### src/rtl/fetch_queue.sv
// fetch_queue: buffers icache lines and hands one 32-bit instruction per pop to dispatch, flushing on redirect.
// Define FETCH_QUEUE_STATS_EN to add saturating empty-cycle and redirect counters.
module fetch_queue #(
    parameter logic [31:0] PC_RESET       = 32'h0000_0000,
    parameter int          DEPTH          = 4,
    parameter int          INSTS_PER_LINE = 4,
    localparam int         LINE_W         = 32 * INSTS_PER_LINE
) (
    input  logic              clk,
    input  logic              rst,
    output logic [31:0]       icache_pc_in,
    output logic              icache_rd_en,
    output logic              icache_abort,
    input  logic [LINE_W-1:0] icache_dout,
    input  logic              icache_dout_valid,
    output logic [31:0]       dispatch_pc_out,
    output logic [31:0]       dispatch_inst,
    output logic              dispatch_empty,
    input  logic              dispatch_rd_en,
    input  logic [31:0]       dispatch_jump_branch_address,
    input  logic              dispatch_jump_branch_valid
`ifdef FETCH_QUEUE_STATS_EN
    ,
    output logic [31:0]       stat_empty_cycles,
    output logic [31:0]       stat_redirects
`endif
);
    localparam int          OW         = $clog2(INSTS_PER_LINE);
    localparam int          PW         = $clog2(DEPTH);
    localparam logic [31:0] LINE_BYTES = 32'(4 * INSTS_PER_LINE);
    localparam logic [PW:0] FULL       = (PW + 1)'(DEPTH);

    typedef enum logic {FETCH, HOLD} state_t;

    state_t                             state_q, state_d;
    logic [31:0]                        fetch_pc_q, fetch_pc_d;
    logic [PW:0]                        count_q, count_d;
    logic [PW-1:0]                      wr_ptr_q, wr_ptr_d, rd_ptr_q, rd_ptr_d, rd_nxt;
    logic [OW-1:0]                      offset_q, offset_d, wr_start;
    logic [INSTS_PER_LINE-1:0][31:0]    line_q  [DEPTH];
    logic [31:0]                        base_q  [DEPTH];
    logic [OW-1:0]                      start_q [DEPTH];
    logic [31:0]                        wr_base;
    logic                               redir, wr, pop, retire, head_new;

    assign redir           = dispatch_jump_branch_valid;
    assign icache_rd_en    = (state_q == FETCH) && !rst;
    assign icache_abort    = redir && icache_rd_en;
    assign icache_pc_in    = fetch_pc_q;
    assign dispatch_empty  = (count_q == '0);
    assign dispatch_inst   = dispatch_empty ? 32'h0 : line_q[rd_ptr_q][offset_q];
    assign dispatch_pc_out = dispatch_empty ? 32'h0 : base_q[rd_ptr_q] + 32'({offset_q, 2'b00});

    always_comb begin
        wr         = icache_rd_en && icache_dout_valid && !redir;
        pop        = dispatch_rd_en && !dispatch_empty && !redir;
        retire     = pop && (offset_q == '1);
        wr_start   = fetch_pc_q[OW+1:2];
        wr_base    = fetch_pc_q & ~(LINE_BYTES - 32'd1);
        rd_nxt     = rd_ptr_q + PW'(1);
        // the incoming line becomes head when the queue is (or is about to be) empty
        head_new   = retire ? (count_q == (PW + 1)'(1)) : dispatch_empty;
        count_d    = redir ? '0 : count_q + (PW + 1)'(wr) - (PW + 1)'(retire);
        wr_ptr_d   = redir ? '0 : wr_ptr_q + PW'(wr);
        rd_ptr_d   = redir ? '0 : rd_ptr_q + PW'(retire);
        offset_d   = redir ? '0 : head_new ? (wr ? wr_start : '0) : retire ? start_q[rd_nxt] : offset_q + OW'(pop);
        fetch_pc_d = redir ? dispatch_jump_branch_address : wr ? wr_base + LINE_BYTES : fetch_pc_q;
        state_d    = (!redir && count_d == FULL) ? HOLD : FETCH;
    end

    always_ff @(posedge clk or posedge rst) begin
        if (rst) begin
            state_q    <= FETCH;
            fetch_pc_q <= PC_RESET;
            count_q    <= '0;
            wr_ptr_q   <= '0;
            rd_ptr_q   <= '0;
            offset_q   <= '0;
            for (int i = 0; i < DEPTH; i++) begin
                line_q[i]  <= '0;
                base_q[i]  <= '0;
                start_q[i] <= '0;
            end
        end else begin
            state_q    <= state_d;
            fetch_pc_q <= fetch_pc_d;
            count_q    <= count_d;
            wr_ptr_q   <= wr_ptr_d;
            rd_ptr_q   <= rd_ptr_d;
            offset_q   <= offset_d;
            if (wr) begin
                line_q[wr_ptr_q]  <= icache_dout;
                base_q[wr_ptr_q]  <= wr_base;
                start_q[wr_ptr_q] <= wr_start;
            end
        end
    end

`ifdef FETCH_QUEUE_STATS_EN
    always_ff @(posedge clk or posedge rst) begin
        if (rst) begin
            stat_empty_cycles <= '0;
            stat_redirects    <= '0;
        end else begin
            if (dispatch_empty && stat_empty_cycles != '1) stat_empty_cycles <= stat_empty_cycles + 32'd1;
            if (redir && stat_redirects != '1) stat_redirects <= stat_redirects + 32'd1;
        end
    end
`endif
endmodule

### config.mk
export PLATFORM = sky130hd
export DESIGN_NAME = fetch_queue
export DESIGN_NICKNAME = d
export VERILOG_FILES = /design/src/rtl/fetch_queue.sv
export SDC_FILE = /design/constraint.sdc
export NUM_CORES = 1
export LEC_CHECK = 0
export CAP_MARGIN = 20
export CORE_MARGIN = 2
export CORE_UTILIZATION = 45
export CTS_CLUSTER_SIZE = 24
export DETAILED_ROUTE_END_ITERATION = 7
export HOLD_SLACK_MARGIN = 0.05
export PLACE_DENSITY = 0.67
export SYNTH_ARGS = -nofsm -noshare
export SYNTH_HDL_FRONTEND = slang
export SYNTH_SLANG_ARGS = --single-unit
### constraint.sdc
create_clock -name clk -period 23 [get_ports clk]
set_input_delay 4.6 -clock clk [delete_from_list [all_inputs] [get_ports clk]]
set_output_delay 4.6 -clock clk [all_outputs]
set_load 0.02 [all_outputs]
Yosys cells after proc, flatten, opt, wreduce, memory -nomap -nowiden --
Cells that the tools add are included.
Operators by class: magnitude comparators 5, equality and inequality tests 3, bitwise gates (word level) 4, reductions and logical operators 14, add/sub/neg operators 8, mux-type cells 33
Operators by type and width (number):
- $bwmux 512 | 1
- $mux 128 | 3
- $bmux 128 s2 | 1
- $demux 128 s2 | 1
- $mux 32 | 8
- $bmux 32 s2 | 2
- $bwmux 128 | 1
- $demux 32 s2 | 1
- $add 32x4->32 | 1
- $add 32x5->32 const B | 1
- $mux 2 | 9
- $ge 3x3->1 const B | 3
- $logic_and 1x1->1 | 9
- $not 2->3 | 3
- $bwmux 8 | 1
- $add 2x1->2 | 3
- $bmux 2 s2 | 1
- $demux 2 s2 | 1
- $add 3x1->3 | 1
- $eq 3x1->1 const B | 1
- $eq 3x3->1 const B | 1
- $logic_not 1->1 | 3
- $logic_not 3->1 | 1
- $lt 2x3->1 const B | 1
- other kinds (8) | 9
Word-level totals: bits of input ports 165, output and inout bits 99, word-level logic and storage cells 97, register bits 690

Logic depth before layout (Yosys ltp) --
depth in word-level cells 10, gate-level depth with buffers 9, mapped depth without buffers 8

Least setup slack after synthesis --
Ideal clock, no wire load.
path kind input-to-output, start point input dispatch_jump_branch_valid, end point output icache_abort, setup slack 12.730 ns, buffers on the path 2, stages on the path 4, required time 18.400 ns, data arrival time 5.670 ns, cells stage by stage clkbuf_1 -> inv_1 -> clkbuf_1 -> nor3_1
On the way: cells in the longest elaborated chain, start to end 1
Ends and longest elaborated chain:
- start: declaration | RTL line 21 | input logic dispatch_jump_branch_valid
- $logic_and 1x1->1 | RTL line 48 | assign icache_abort = redir && icache_rd_en;
- end: declaration | RTL line 13 | output logic icache_abort,
Every way passes these cells.

Worst setup path in the final report --
Ends and elaborated chain as after synthesis.

==> flow_summary.json <==
{
  "status": "complete, no violations",
  "setup_tns_ps": 0,
  "multi_input_area_mm2": 0.0131,
  "grt_pass1_wl_mm": 119,
  "synth_flop_cell": "dfrtp_1",
  "worstPathMaxFanout": 54,
  "chipWidth_um": 265,
  "die_area_mm2": 0.0700,
  "yosysWarnings": 0,
  "dp_slack_ps": 11540,
  "peakVddDrop_v": 0.0000476,
  "antenna_found_initial": 16,
  "syn_inst": 2004,
  "worstReg2RegEnd": "line_q[5]",
  "ys_seq_area_share_pct": 55.2,
  "hp-class": "reg -> reg",
  "regToRegSetupSlack_ps": 18650,
  "clk_pin_slew_ps": 60,
  "area_delta_synth_final_pct": 18.9,
  "cts_buffer_depth": 3,
  "cp-start-kind": "input pin",
  "synth.mux.area_fraction_pct": 35.5,
  "final_common_cell": "dfrtp_1",
  "max_freq_ghz": 0.0872,
  "grtUsageTotal_pct": 22.2,
  "grt_pass1_vias": 19462,
  "r2r-start": "state_q",
  "setup_slack_ps": 11530,
  "report.final.slew_viol_count": 0,
  "via_per_inst": 5.78,
  "hold_path_startpoint": "line_q[161]",
  "synth_area_leaders": "dfrtp_1 (55%), mux2_2 (23%), mux4_2 (11%), mux2i_1 (1.5%), clkbuf_1 (1.1%)",
  "mostFrequentLayoutCells": "dfrtp_1 (671), mux2_2 (633), clkdlybuf4s50_1 (260)",
  "cap_violations": 0,
  "synth_compound_area_share_pct": 2.78,
  "initial_core_util_pct": 45.5,
  "avgSynthCellArea_um2": 15.2,
  "layout-drive-gt1-share_pct": 41.0,
  "cp.required_ps": 18400,
  "htreeDepth": 3,
  "post-synth-top-area-fraction_pct": 55.2,
  "relSlewSlack_pct": 27.6,
  "ctsResizeCount": 0,
  "startpoint": "dispatch_jump_branch_valid",
  "final-seq-area_mm2": 0.0169,
  "cts_tree": "done",
  "synth_enable_flop_cells": 0,
  "synthArstFlopShare_pct": 100,
  "detail-route-antenna-nets": 0,
  "cts_setup_buffers": 0,
  "cts_inserted_buffers": 73,
  "min_period_ps": 11470,
  "whs_endpoint": "line_q[161]",
  "cts.sinks": 674,
  "worstHoldPathCells": 1,
  "clock_latency_ps": 600,
  "dr.pass1.iters": 5,
  "hold_viol": 0,
  "setup_viol": 0,
  "gp_routability_congestion": 0.815,
  "worst_clock_skew_ps": 18.7,
  "worstMarginPinSlew_ps": 1090,
  "synth_seq_cells": 674,
  "drt_iter0_markers": 1213,
  "fill_cells": 5362,
  "synth_top_family_by_area": "multiplexers",
  "synth_xor_area_share_pct": 0.459,
  "synthDistinctLibCells": 45,
  "synth_top_area_cell": "dfrtp_1",
  "crit_arrival_ps": 6870,
  "clockRootBuffer": "clkbuf_16",
  "grt_max_degree": 189,
  "vias": 18188,
  "pin_count": 264,
  "drc_errors": 0,
  "ctsHoldBuffers": 0,
  "synth-simple-area-share_pct": 3.69,
  "wirelength_mm": 76.7,
  "leakagePower_nw": 15.9,
  "die_h_um": 265,
  "core_mm2": 0.0672,
  "synth-adder-area-share_pct": 0.188,
  "cp-end-kind": "output pin",
  "criticalPathCategory": "in -> out",
  "grt_remaining_overflow": 0,
  "timing.final.crit_share_pct": 49.9,
  "hpwlAfterDp_mm": 49.0,
  "io_buffers": 261,
  "rsz0062_at_grt": "false",
  "syn_area_mm2": 0.0306,
  "rows": 95,
  "avgRoutedWirePerCell_um": 24.4,
  "nets": 2387,
  "reg2regPathDepth": 6,
  "power_density_mw_per_mm2": 82.3
}
-- flip-flops by register name, indices dropped and copies added, names as in the netlist --
| name | flops |
|---|---|
| offset_q | 2 |
| start_q | 8 |
| line_q | 512 |
| rd_ptr_q | 2 |
| icache_pc_in | 32 |
| base_q | 112 |
| count_q | 3 |
| wr_ptr_q | 2 |
| state_q | 1 |
-- cells in the mapped netlist, types with 7 or more instances --
master	number
xnor2_1	11
clkbuf_1	90
a22oi_1	10
nand3_1	23
buf_2	29
mux4_2	144
a221o_1	9
buf_1	32
nand4_1	9
o31ai_1	23
mux2_2	633
nor4b_1	9
a211oi_1	19
nor3_1	7
mux2i_1	47
a31oi_1	13
o22ai_1	18
nor2b_1	50
o21ai_0	14
nand2_1	40
dfrtp_1	674
nor2_1	26
inv_1	10
or4_1	18
o211ai_1	11
-- per-stage QoR --
stage | power [mW] | cells | util (%) | instance area (µm²) | hold WS (ps)
6_report | 2.99 | 3144 | 54.1 | 36300 | 497
5_1_grt | 3.12 | 3140 | 54.1 | 36300 | 508
4_1_cts | 3.02 | 3137 | 54.0 | 36300 | 500
3_5_place_dp | 1.88 | 3014 | 50.5 | 33900 | 487
3_3_place_gp | 1.85 | 3014 | 50.5 | 33900 | 480
2_1_floorplan | 1.71 | 2005 | - | 30600 | 471
-- worst max path at each step --
| stage | to | slack [ps] | cells after the start |
|---|---|---|---|
| 6_report | icache_abort | 11530 | 5 |
| 5_1_grt | icache_abort | 11390 | 5 |
| 4_1_cts | icache_abort | 11540 | 5 |
| 3_5_place_dp | icache_abort | 11540 | 5 |
| 3_3_place_gp | icache_abort | 11420 | 5 |
| 2_1_floorplan | base_q[100] | 9180 | 1 |
-- critical path, cell delays in order --
cell	delay, ps
buf_2	90
buf_4	430
inv_1	610
nor3_1	420
clkdlybuf4s50_1	660
-- logic make-up after synthesis --
kind of cell	count (synthesis)
AOI/OAI and AO/OA	120
xor gates and xnor gates	16
adders and majority gates	4
buffers and inverters	164
DFF	674
muxes	824
other	1
and+or+nand+nor	201
-- layout make-up --
cell class	instances	area share, %
clock buffers	103	5.75
well taps	873	3.01
multi-input cells	1167	36.0
clock inverters	20	0.634
repair buffers	292	8.03
inverters	10	0.114
flip-flops and latches	674	46.5
diodes	5	0.0344
-- metal layers --
layer	routed length, µm	GRT usage [%]
met4	1490	5.73
met2	37900	37.1
met5	103	0
met3	4030	4.20
met1	33200	30.0
-- report_power, final --
group / total (mW) / switching, mW / leakage, nW / internal (mW)
logic: 0.428 / 0.175 / 5.92 / 0.253
clock network: 1.14 / 0.463 / 1.15 / 0.676
registers: 1.42 / 0.0842 / 8.84 / 1.34
total: 2.99 / 0.723 / 15.9 / 2.27
Note: power is estimated with default switching activity, not from simulation.
